<file path="config.mk">
export PLATFORM = sky130hd
export DESIGN_NAME = evm_multi_candidate_ballot
export DESIGN_NICKNAME = d
export VERILOG_FILES = /design/src/rtl/evm_multi_candidate_ballot.sv
export SDC_FILE = /design/constraint.sdc
export NUM_CORES = 1
export LEC_CHECK = 0
export ABC_CLOCK_PERIOD_IN_PS = 8100
export CAP_MARGIN = 20
export CELL_PAD_IN_SITES_DETAIL_PLACEMENT = 1
export CELL_PAD_IN_SITES_GLOBAL_PLACEMENT = 1
export CORE_MARGIN = 1.5
export CORE_UTILIZATION = 40
export DETAILED_ROUTE_END_ITERATION = 8
export HOLD_SLACK_MARGIN = 0.1
export PLACE_DENSITY = 0.67
export SYNTH_ARGS = -nofsm -noshare
export SYNTH_HDL_FRONTEND = slang
export SYNTH_SLANG_ARGS = --single-unit
</file>
<file path="constraint.sdc">
create_clock -name clk -period 8.1 [get_ports clk]
set_clock_uncertainty 0.05 [all_clocks]
set_input_delay 1.62 -clock clk [delete_from_list [all_inputs] [get_ports clk]]
set_output_delay 1.62 -clock clk [all_outputs]
set_load 0.03 [all_outputs]
</file>
<file path="src/rtl/evm_multi_candidate_ballot.sv">
// Multi-candidate voting core: ballot arming, synchronised/edge-detected buttons, debounce lockout,
// sticky results mode with multiplexed 7-seg readout. Define EVM_TIE_BLINK_EN to blink tied leaders.
module evm_multi_candidate_ballot #(
   parameter int unsigned NUM_CAND     = 3,
   parameter int unsigned MAX_VOTES    = 9,
   parameter int unsigned DEBOUNCE_CYC = 65535,
   parameter int unsigned REFRESH_W    = 16
) (
   input  logic                clk,
   input  logic                rst_n,
   input  logic                vote_enable,
   input  logic                ballot_issue,
   input  logic [NUM_CAND-1:0] btn,
   output logic [6:0]          display,
   output logic [NUM_CAND-1:0] an,
   output logic [NUM_CAND-1:0] led_win,
   output logic                ready,
   output logic                vote_done,
   output logic                vote_reject,
   output logic                overflow,
   output logic                tie
);

   localparam int unsigned IdxW     = (NUM_CAND > 1) ? $clog2(NUM_CAND) : 1;
   localparam int unsigned DbW      = (DEBOUNCE_CYC > 1) ? $clog2(DEBOUNCE_CYC) : 1;
   localparam int unsigned SyncW    = NUM_CAND + 2;
   localparam int unsigned BitIssue = NUM_CAND;
   localparam int unsigned BitVe    = NUM_CAND + 1;

   localparam logic [IdxW-1:0]     LastIdx  = IdxW'(NUM_CAND - 1);
   localparam logic [DbW-1:0]      LastDb   = DbW'(DEBOUNCE_CYC - 1);
   localparam logic [3:0]          MaxCount = 4'(MAX_VOTES);
   localparam logic [NUM_CAND-1:0] OneHot0  = NUM_CAND'(1);

   typedef enum logic [1:0] {StIdle, StArmed, StCooldown, StResults} state_e;

   function automatic logic [6:0] seg7(input logic [3:0] v);
      logic [6:0] s;
      case (v)
         4'd0:    s = 7'b0000001;
         4'd1:    s = 7'b1001111;
         4'd2:    s = 7'b0010010;
         4'd3:    s = 7'b0000110;
         4'd4:    s = 7'b1001100;
         4'd5:    s = 7'b0100100;
         4'd6:    s = 7'b0100000;
         4'd7:    s = 7'b0001111;
         4'd8:    s = 7'b0000000;
         4'd9:    s = 7'b0000100;
         default: s = 7'b1111111;
      endcase
      return s;
   endfunction

   // ---------------------------------------------------------------------------------------------
   // Input synchronisers and edge detection
   // ---------------------------------------------------------------------------------------------
   logic [SyncW-1:0]    meta_q, sync_q, sync_dly_q;
   logic [NUM_CAND:0]   rise;
   logic [NUM_CAND-1:0] btn_rise_q;
   logic                issue_rise_q;
   logic                ve_fall;

   always_ff @(posedge clk or negedge rst_n) begin
      if (!rst_n) begin
         meta_q       <= '0;
         sync_q       <= '0;
         sync_dly_q   <= '0;
         btn_rise_q   <= '0;
         issue_rise_q <= 1'b0;
      end else begin
         meta_q       <= {vote_enable, ballot_issue, btn};
         sync_q       <= meta_q;
         sync_dly_q   <= sync_q;
         btn_rise_q   <= rise[NUM_CAND-1:0];
         issue_rise_q <= rise[BitIssue];
      end
   end

   assign rise    = sync_q[BitIssue:0] & ~sync_dly_q[BitIssue:0];
   // Close on a falling edge so the cleared synchroniser after reset does not read as "closed".
   assign ve_fall = sync_dly_q[BitVe] & ~sync_q[BitVe];

   // ---------------------------------------------------------------------------------------------
   // Press decode
   // ---------------------------------------------------------------------------------------------
   logic [3:0]      n_press;
   logic [IdxW-1:0] press_idx;

   always_comb begin
      n_press   = '0;
      press_idx = '0;
      for (int i = 0; i < int'(NUM_CAND); i++) begin
         if (btn_rise_q[i]) begin
            n_press   = n_press + 4'd1;
            press_idx = IdxW'(i);
         end
      end
   end

   // ---------------------------------------------------------------------------------------------
   // Ballot FSM
   // ---------------------------------------------------------------------------------------------
   state_e         state_q, state_d;
   logic [DbW-1:0] db_q, db_d;
   logic [3:0]     count_q [NUM_CAND];
   logic [3:0]     sel_count;
   logic           inc_en, sat_hit, done_d, reject_d;
   logic           vote_done_q, vote_reject_q, overflow_q;

   assign sel_count = count_q[press_idx];

   always_comb begin
      state_d  = state_q;
      db_d     = db_q;
      inc_en   = 1'b0;
      sat_hit  = 1'b0;
      done_d   = 1'b0;
      reject_d = 1'b0;
      if (state_q != StResults && ve_fall) begin
         state_d = StResults;
      end else begin
         case (state_q)
            StIdle: begin
               if (issue_rise_q) state_d = StArmed;
            end
            StArmed: begin
               if (n_press == 4'd1) begin
                  done_d  = 1'b1;
                  state_d = StCooldown;
                  db_d    = '0;
                  if (sel_count >= MaxCount) sat_hit = 1'b1;
                  else                       inc_en  = 1'b1;
               end else if (n_press > 4'd1) begin
                  reject_d = 1'b1;
               end
            end
            StCooldown: begin
               if (db_q == LastDb) state_d = StIdle;
               else                db_d    = db_q + DbW'(1);
            end
            default: ;
         endcase
      end
   end

   always_ff @(posedge clk or negedge rst_n) begin
      if (!rst_n) begin
         state_q       <= StIdle;
         db_q          <= '0;
         vote_done_q   <= 1'b0;
         vote_reject_q <= 1'b0;
         overflow_q    <= 1'b0;
         for (int i = 0; i < int'(NUM_CAND); i++) count_q[i] <= '0;
      end else begin
         state_q       <= state_d;
         db_q          <= db_d;
         vote_done_q   <= done_d;
         vote_reject_q <= reject_d;
         if (sat_hit) overflow_q <= 1'b1;
         if (inc_en)  count_q[press_idx] <= sel_count + 4'd1;
      end
   end

   assign ready       = (state_q == StArmed);
   assign vote_done   = vote_done_q;
   assign vote_reject = vote_reject_q;
   assign overflow    = overflow_q;

   // ---------------------------------------------------------------------------------------------
   // Results display scan
   // ---------------------------------------------------------------------------------------------
   logic [REFRESH_W-1:0] ref_q;
   logic [IdxW-1:0]      idx_q;
   logic                 step, wrap;

   assign step = (state_q == StResults) && (&ref_q);
   assign wrap = step && (idx_q == LastIdx);

   always_ff @(posedge clk or negedge rst_n) begin
      if (!rst_n) begin
         ref_q <= '0;
         idx_q <= '0;
      end else if (state_q != StResults) begin
         ref_q <= '0;
         idx_q <= '0;
      end else begin
         ref_q <= ref_q + REFRESH_W'(1);
         if (wrap)      idx_q <= '0;
         else if (step) idx_q <= idx_q + IdxW'(1);
      end
   end

   always_comb begin
      display = 7'h7F;
      an      = '1;
      if (state_q == StResults) begin
         an      = ~(OneHot0 << idx_q);
         display = seg7(count_q[idx_q]);
      end
   end

   // ---------------------------------------------------------------------------------------------
   // Winner / tie evaluation
   // ---------------------------------------------------------------------------------------------
   logic [3:0]          max_count, n_lead;
   logic [NUM_CAND-1:0] lead;
   logic [NUM_CAND-1:0] led_q;
   logic                tie_q;

   always_comb begin
      max_count = '0;
      for (int i = 0; i < int'(NUM_CAND); i++) begin
         if (count_q[i] > max_count) max_count = count_q[i];
      end
      lead   = '0;
      n_lead = '0;
      for (int i = 0; i < int'(NUM_CAND); i++) begin
         if (count_q[i] == max_count) begin
            lead[i] = 1'b1;
            n_lead  = n_lead + 4'd1;
         end
      end
   end

`ifdef EVM_TIE_BLINK_EN
   logic blink_q;

   // Leaders start lit on entry and toggle on every scan wrap.
   always_ff @(posedge clk or negedge rst_n) begin
      if (!rst_n)                      blink_q <= 1'b1;
      else if (state_q != StResults)   blink_q <= 1'b1;
      else if (wrap)                   blink_q <= ~blink_q;
   end
`endif

   always_ff @(posedge clk or negedge rst_n) begin
      if (!rst_n) begin
         led_q <= '0;
         tie_q <= 1'b0;
      end else if (state_q != StResults) begin
         led_q <= '0;
         tie_q <= 1'b0;
      end else begin
         tie_q <= (n_lead > 4'd1);
         if (n_lead == 4'd1) begin
            led_q <= lead;
         end else begin
`ifdef EVM_TIE_BLINK_EN
            led_q <= blink_q ? lead : '0;
`else
            led_q <= '0;
`endif
         end
      end
   end

   assign led_win = led_q;
   assign tie     = tie_q;

endmodule

</file>
### Word level (Yosys, flattened, before mapping)

Memory sizes are Yosys's and may differ from the RTL's.
Index checks and enable logic that the tools add are counted.

| storage, ports and cells | value |
|---|---|
| logic and storage cells | 126 |
| memories | 1 |
| register bits after elaboration | 74 |
| input port bits | 7 |
| ROM bits | 112 |

| cells by class | value |
|---|---|
| add/subtract/negate cells | 8 |
| $lt $le $gt $ge | 9 |
| shift operators | 1 |
| bitwise operators | 8 |
| equality and inequality tests | 16 |
| reductions and logical operators | 11 |
| mux-type cells | 55 |

Memory list:

| memory | depth | bits a word | read ports | clocked after Yosys merged registers in | write ports | line | source |
|---|---|---|---|---|---|---|---|
| (name not given) | 16 | 7 | 1 | 0 | 0 | 39 | `case (v)` |

Operators by type and width:

| cell | number |
|---|---|
| $mux 16 | 3 |
| $mux 4 | 12 |
| $add 16x1->16 const B | 2 |
| $pmux 16 s2 | 1 |
| $mux 1 | 22 |
| $add 4x1->4 const B | 5 |
| $bmux 4 s2 | 2 |
| $eq 16x16->1 const B | 1 |
| $mux 2 | 8 |
| $reduce_and 16->1 | 1 |
| $bwmux 12 | 1 |
| $eq 4x4->1 | 3 |
| $gt 4x1->1 const B | 3 |
| $mux 3 | 3 |
| $demux 4 s2 | 1 |
| $eq 4x1->1 const B | 2 |
| $gt 4x4->1 | 2 |
| $reduce_and 4->1 | 2 |
| $mux 7 | 1 |
| $eq 2x2->1 const B | 3 |
| $ge 3x3->1 const B | 2 |
| $ne 3x3->1 const B | 2 |
| $not 2->3 | 2 |
| $pmux 2 s3 | 1 |
| 18 further kinds | 23 |

### Depth between registers and ports, before layout

Gate-level depths: netlist (run 1).

| logic depth | value |
|---|---|
| word-level depth | 15 |
| gate-level depth with buffers | 15 |

### Worst setup path after synthesis (run 1)

OpenSTA, ideal clock, no wires.

| timing | value |
|---|---|
| path type | reg-to-output |
| start | register idx_q[0] |
| end | output port display[1] |
| setup slack | 4112 ps |
| stages on the path, launching flop included | 9 |
| buffers on the path | 1 |
| data arrival time | 2318 ps |
| path through | dfrtp_1 -> clkbuf_1 -> mux2i_1 -> o21ai_0 -> inv_1 -> ha_1 -> nor2_1 -> a21oi_1 -> o21ai_0 |

| between the ends | value |
|---|---|
| word-level cells in the longest chain between the ends | 6 |

Ends and longest elaborated chain:

| what | line | source |
|---|---|---|
| start, declared | 174 | `logic [IdxW-1:0] idx_q;` |
| start signal, assigned | 190 | `else if (step) idx_q <= idx_q + IdxW'(1);` |
| $not 2->3 (implied by the code) | 199 | `display = seg7(count_q[idx_q]);` |
| $bmux 4 s2 | 199 |  |
| $mux 4 (implied by the code) (2 in a row) | 199 |  |
| $mem_v2 16x7 | - |  |
| $mux 7 | 197 | `if (state_q == StResults) begin` |
| end, declared | 14 | `output logic [6:0] display,` |

Every way passes these cells. The select of a mux whose other input is x is not followed.

### Worst setup path after layout (run 1)

| timing | value |
|---|---|
| start | register idx_q[1] |
| end | output port display[1] |

Same word-level chain as after synthesis.

==> results.toml, run 1 <==
[yosys]
synth_largest_area_cell = "dfrtp_1"
ys.flop_type = "dfrtp_1"
synthAdderAreaFrac = 0.0801
ys_ff_latch = 74
syn_area_per_cell_um2 = 9.80
synth_nets = 474
yosys_warnings = 0
yosysSeqAreaShare = 0.429
synth-compound-area-share = 0.140
ys_types = 51
yosys-top-cells-area = "dfrtp_1, ha_1, mux2i_1, xnor2_1, nand3_1"
synth_xor_area_frac = 0.0508
synthSimpleGateAreaFrac = 0.180
synth_area_mm2 = 0.00431
synth-edff-count = 0
syn-instance-count = 440
synthMuxAreaShare = 0.0749
synthArstFlopShare = 1.00
synth_top_area_frac = 0.429
synth_top_family_by_area = "simple AND/OR/NAND/NOR gates"

[pwr]
p_per_area_mw_per_mm2 = 356
power.leakage_nw = 2.12
ir_drop_mv = 0.152

[placed_design]
dp.cells = 581
gp_congestion = 0.796
io_buffers = 24
place_hpwl_um = 6860

[worst_hold_path]
hold_class = "register to register"
hold_depth = 0

[cells_and_area]
syn2layout_area_growth_pct = 12.3
final_nets = 490
fill_cells = 1185
n_antenna_cell = 0
finalNonFillerCells = 597
drive_gt1_frac = 0.0738

[critical_path]
crit_path_cell_trace = "nor2b_1, nand2_1, o21ai_0, inv_1, ha_1, nor2_1, a21oi_1, o21ai_0, clkdlybuf4s50_1"
worstSetupPathType = "register to output port"
cpPeakStageDelay_ns = 0.69
reg2reg_depth = 13
crit_path_top_delay_cell = "clkdlybuf4s50_1"
crit_required_ns = 6.43
start_kind = "register"
crit_path_max_fanout = 9
crit_top_cell = "o21ai_0"
critical_path.endpoint_type = "output port"
arrival_ns = 2.99

[clock_tree]
worst_skew_pair.late_latency_ns = 0.35
cts-root-buf = "clkbuf_8"
cts.clk_slew.worst_paths_ns = 0.09
cts_buffers = 9
ctsResizeCount = 0
cts.sinks = 74
cts_tree = "done"
holdBufCountCts = 0
htree_num_levels = 3
clock_path_buffers = 2
cts_setup_buffers = 0

[timing]
hold_violations = 0
grt_setup_unrepaired = "no"
period_share = 0.575
worstMarginPinSlew_ns = 0.969
setup-violations-final = 0
tns_ns = 0
period_needed_ns = 4.66
drv_slew = 0
slew_headroom = 0.354
max_freq_mhz = 215

[route]
wl_um = 9770
drtAntennaViolNets = 0
dr.first_iter.drc_count = 125
wl_per_cell_um = 16.4
first_pass_iters = 4
dr_total_vias = 3253
post-route-drc-count = 0
vias_per_cell = 5.45

[grt]
grt_max_degree = 75
grt_first_pass_wirelength_um = 16800
grt_pass1_vias = 3442
antenna_found_initial = 0
grt_util_all_layers = 0.187
grt.overflow.total = 0

[floorplanning]
die_area_mm2 = 0.0114
die_h_um = 107
initial_core_util = 0.416
die_x_um = 107
io_pins = 25
core_area_mm2 = 0.0104
fp-row-count = 37

[job]
cap_violations = 0

[outcome]
outcome = "finished clean"
-- area by class of cell --
class	count	area, um^2	area share
clock inverter	7	82.6	0.0171
inverter	26	97.6	0.0202
sequential	74	1850	0.383
tap	136	170	0.0352
multi-input combinational	320	2270	0.469
clock buffer	9	124	0.0256
timing repair buffer	25	245	0.0507
-- metrics by stage --
step            util  power, mW  instance area, um^2  hold WS [ns]  setup WS [ns]
2_1_floorplan      -       1.17                 4310         0.281           4.11
3_3_place_gp   0.447       1.40                 4630         0.281           3.88
3_5_place_dp   0.447       1.43                 4630         0.287           3.81
4_1_cts        0.467       1.75                 4840         0.302           3.41
5_1_grt        0.467       1.87                 4840         0.316           3.12
6_report       0.467       1.72                 4840         0.299           3.44
-- layer usage --
metal  wire length (um)  GRT usage  share of wire
met1               4650      0.245           0.48
met3                194     0.0383          0.020
met5                  0          0              0
met4                 87     0.0419         0.0089
met2               4840      0.317           0.50
-- Yosys cell counts, drive strengths merged, types with 2 or more instances --
cell type,number
a21boi,2
a21oi,12
a221oi,2
a22o,2
a31oi,6
and2,15
and3,7
and4,3
buf,4
clkbuf,16
dfrtp,74
ha,26
inv,26
mux2,10
mux2i,21
nand2,30
nand2b,11
nand3,23
nand4,11
nor2,22
nor2b,9
nor3,4
nor4,2
o21a,4
o21ai,34
o221ai,3
o22ai,2
o2bb2ai,4
o31ai,9
o41ai,3
or2,2
or3,3
xnor2,20
xor2,5
-- sequential cells by signal (all words and copies together) (netlist names) --
signal / flops
led_win: 3
btn_rise_q: 3
idx_q: 2
overflow: 1
tie: 1
meta_q: 5
vote_reject: 1
sync_dly_q: 5
db_q: 16
count_q: 12
ref_q: 16
vote_done: 1
sync_q: 5
issue_rise_q: 1
state_q: 2
-- worst max-delay path: cells and delay by family (launching register included) --
family | cells | cell delay (ns)
buffers and inverters | 2 | 0.88
AND/OR/NAND/NOR | 3 | 0.54
flip-flops | 1 | 0.50
AO/OA/AOI/OAI | 3 | 0.48
adder cells (fa/ha/maj) | 1 | 0.25
-- report_power, final --
part	internal, mW	total, mW	switching [mW]
clock	0.148	0.307	0.159
sequential	0.417	0.493	0.0760
combinational	0.373	0.922	0.550
-- worst paths after layout --
check / end / start / slack (ns)
max in group asynchronous: ref_q[3]$_DFF_PN0_ / rst_n / 6.01
worst max-delay path: display[1] / idx_q[1]$_DFFE_PN0P_ / 3.44
worst max register to register: led_win[2]$_DFF_PN0_ / count_q[10]$_DFFE_PN0P_ / 4.21
worst min register to register: sync_q[1]$_DFF_PN0_ / meta_q[1]$_DFF_PN0_ / 0.30
min in group asynchronous: tie$_DFF_PN0_ / rst_n / 1.36
worst min-delay path: sync_q[1]$_DFF_PN0_ / meta_q[1]$_DFF_PN0_ / 0.30
-- cell families (layout without fill, tap and decap cells) --
kind of cell    after synthesis  count (layout)
compound gates               90              90
xor+xnor                     25              25
fa+ha+maj                    27              27
buf+inv                      46              67
flops                        74              74
mux                          31              31
simple gates                147             147
-- placed cells by master, fill, tap and decap left out, types with 3 or more instances in the layout --
master / netlist / routed
a21oi_1: 12 / 12
a31oi_1: 6 / 6
and2_1: 15 / 15
and3_1: 7 / 7
and4_1: 3 / 3
clkbuf_8: 0 / 9
clkdlybuf4s50_1: 0 / 23
dfrtp_1: 74 / 74
ha_1: 26 / 26
inv_1: 26 / 26
inv_6: 0 / 3
mux2_2: 10 / 10
mux2i_1: 21 / 21
nand2_1: 30 / 30
nand2b_1: 11 / 11
nand3_1: 23 / 23
nand4_1: 11 / 11
nor2_1: 22 / 22
nor2b_1: 9 / 9
nor3_1: 4 / 4
o21a_1: 4 / 4
o21ai_0: 20 / 20
o21ai_1: 14 / 14
o221ai_1: 3 / 3
o2bb2ai_1: 4 / 4
o31ai_1: 9 / 9
o41ai_1: 3 / 3
or3_1: 3 / 3
xnor2_1: 20 / 20
xor2_1: 5 / 5
Note: power is estimated with default switching activity, not from simulation.
==> run 2, diff against run 1 <==
Settings changed: ABC_CLOCK_PERIOD_IN_PS 8100 to 3950, PLACE_DENSITY 0.67 to 0.69.
Clock period 8.1 ns to 3.95 ns, I/O delays scaled along.
==> run 2 against run 1 <==
  * Non-clock buffer count increased by 6
  * Combinational power increased by 110%
  * Largest power group unchanged
  * Highest routed layer unchanged
  * Largest cell class unchanged
  * Sequential power increased by 100%
==> results.toml, run 2 (synthesis gave the netlist of run 1 again) <==
[timing]
hold_violations = 0
drv_slew = 0
grt_setup_unrepaired = "no"
worstMarginPinSlew_ns = 0.938
period_share = 0.925
slew_headroom = 0.375
tns_ns = 0
setup-violations-final = 0
period_needed_ns = 3.65
max_freq_mhz = 274

[route]
post-route-drc-count = 0
wl_per_cell_um = 16.4
vias_per_cell = 5.42
dr_total_vias = 3270
drtAntennaViolNets = 0
first_pass_iters = 4
wl_um = 9910
dr.first_iter.drc_count = 144

[critical_path]
crit_path_cell_trace = "nor2b_2, o2bb2ai_1, inv_1, ha_1, nor2_1, a21oi_1, o21ai_0, clkdlybuf4s50_1"
cpPeakStageDelay_ns = 0.70
arrival_ns = 2.81
crit_path_top_delay_cell = "clkdlybuf4s50_1"
crit_path_max_fanout = 9
critical_path.endpoint_type = "output port"
start_kind = "register"
crit_required_ns = 3.11
worstSetupPathType = "register to output port"

[grt]
grt_util_all_layers = 0.189
met3_usage = 0.0334
grt.overflow.total = 0
grt_first_pass_wirelength_um = 17100
globalRouteMet2Util = 0.313
grt_most_used_layer = "met2"
antenna_found_initial = 0
grt_pass1_vias = 3473
use_met1 = 0.253
grt_max_degree = 75

[job]
cap_violations = 0

[cells_and_area]
reg.largest.list = "db_q x16, ref_q x16, count_q x12"
final_area_mm2 = 0.00487
mostFrequentLayoutCells = "dfrtp_1, nand2_1, inv_1, ha_1"
final_nets = 496
syn2layout_area_growth_pct = 13.0
mostFrequentLayoutCell = "dfrtp_1"
fill_cells = 1199
drive_gt1_frac = 0.0921
n_antenna_cell = 0

[clock_tree]
holdBufCountCts = 0
cts.sinks = 74
htree_num_levels = 3
cts_tree = "done"
cts-root-buf = "clkbuf_8"
cts_buffers = 9
clock_path_buffers = 2
cts.clk_slew.worst_paths_ns = 0.09
worst_skew_pair.late_latency_ns = 0.36

[floorplanning]
die_h_um = 107
die_area_mm2 = 0.0114
initial_core_util = 0.416
fp-row-count = 37
core_area_mm2 = 0.0104
die_x_um = 107
io_pins = 25

[pwr]
ir_drop_mv = 0.268
p_per_area_mw_per_mm2 = 716
power.leakage_nw = 2.14

[worst_hold_path]
hold_class = "register to register"

[placed_design]
io_buffers = 24
gp_congestion = 0.861
placed_area_mm2 = 0.00468
place_hpwl_um = 7050

[outcome]
outcome = "finished clean"
run 2: per-stage QoR:
step                      power [mW]  hold WS [ns]  setup WS [ns]  std cells  utilization
after floorplan                 2.39         0.281          0.664        440            -
after global placement          2.86         0.282          0.471        587        0.451
after detailed placement        2.93         0.286          0.326        587        0.451
after CTS                       3.52         0.307          0.119        603        0.469
after global routing            3.79         0.311         0.0614        603        0.470
final                           3.49         0.304          0.295        603        0.470
run 2: metal layers:
layer	wire length, um	vias to the layer above
li1	-	1592
met1	4770	1633
met2	4830	33
met3	178	12
met4	135	0
met5	0	-
run 2: worst max-delay path, delay by kind of cell (launching register included):
kind / cells / cell delay (ns)
AOI/OAI and AO/OA: 3 / 0.44
and+or+nand+nor: 2 / 0.40
buffers and inverters: 2 / 0.87
DFF: 1 / 0.50
adders and majority gates: 1 / 0.25
run 2: path summary, 6_finish.rpt:
path / startpoint / end / slack [ns] / cells after the start
worst min register to register: meta_q[0]$_DFF_PN0_ / sync_q[0]$_DFF_PN0_ / 0.30 / 0
min in group asynchronous: rst_n / tie$_DFF_PN0_ / 0.51 / 1
max in group asynchronous: rst_n / btn_rise_q[1]$_DFF_PN0_ / 2.72 / 1
worst max-delay path: idx_q[1]$_DFFE_PN0P_ / display[1] / 0.30 / 8
worst min-delay path: meta_q[0]$_DFF_PN0_ / sync_q[0]$_DFF_PN0_ / 0.30 / 0
worst max register to register: count_q[9]$_DFFE_PN0P_ / led_win[2]$_DFF_PN0_ / 0.46 / 13
run 2: layout make-up:
class	count	area, um^2	share of cell area
tap	136	170	0.0349
clock buffer	9	124	0.0254
clock inverter	7	60.1	0.0123
timing repair buffer	31	290	0.0596
multi-input combinational	320	2280	0.468
sequential	74	1850	0.380
inverter	26	97.6	0.0200
run 2: repair_timing:
action,in CTS,in global routing
setup endpoints to repair,1,3
resized for setup,1,3
pin swaps,0,0
setup buffers,0,0
run 2: power breakdown:
| part | switching, mW | total, mW | internal (mW) |
|---|---|---|---|
| registers | 0.129 | 0.985 | 0.856 |
| clock network | 0.325 | 0.563 | 0.238 |
| logic | 1.15 | 1.94 | 0.789 |
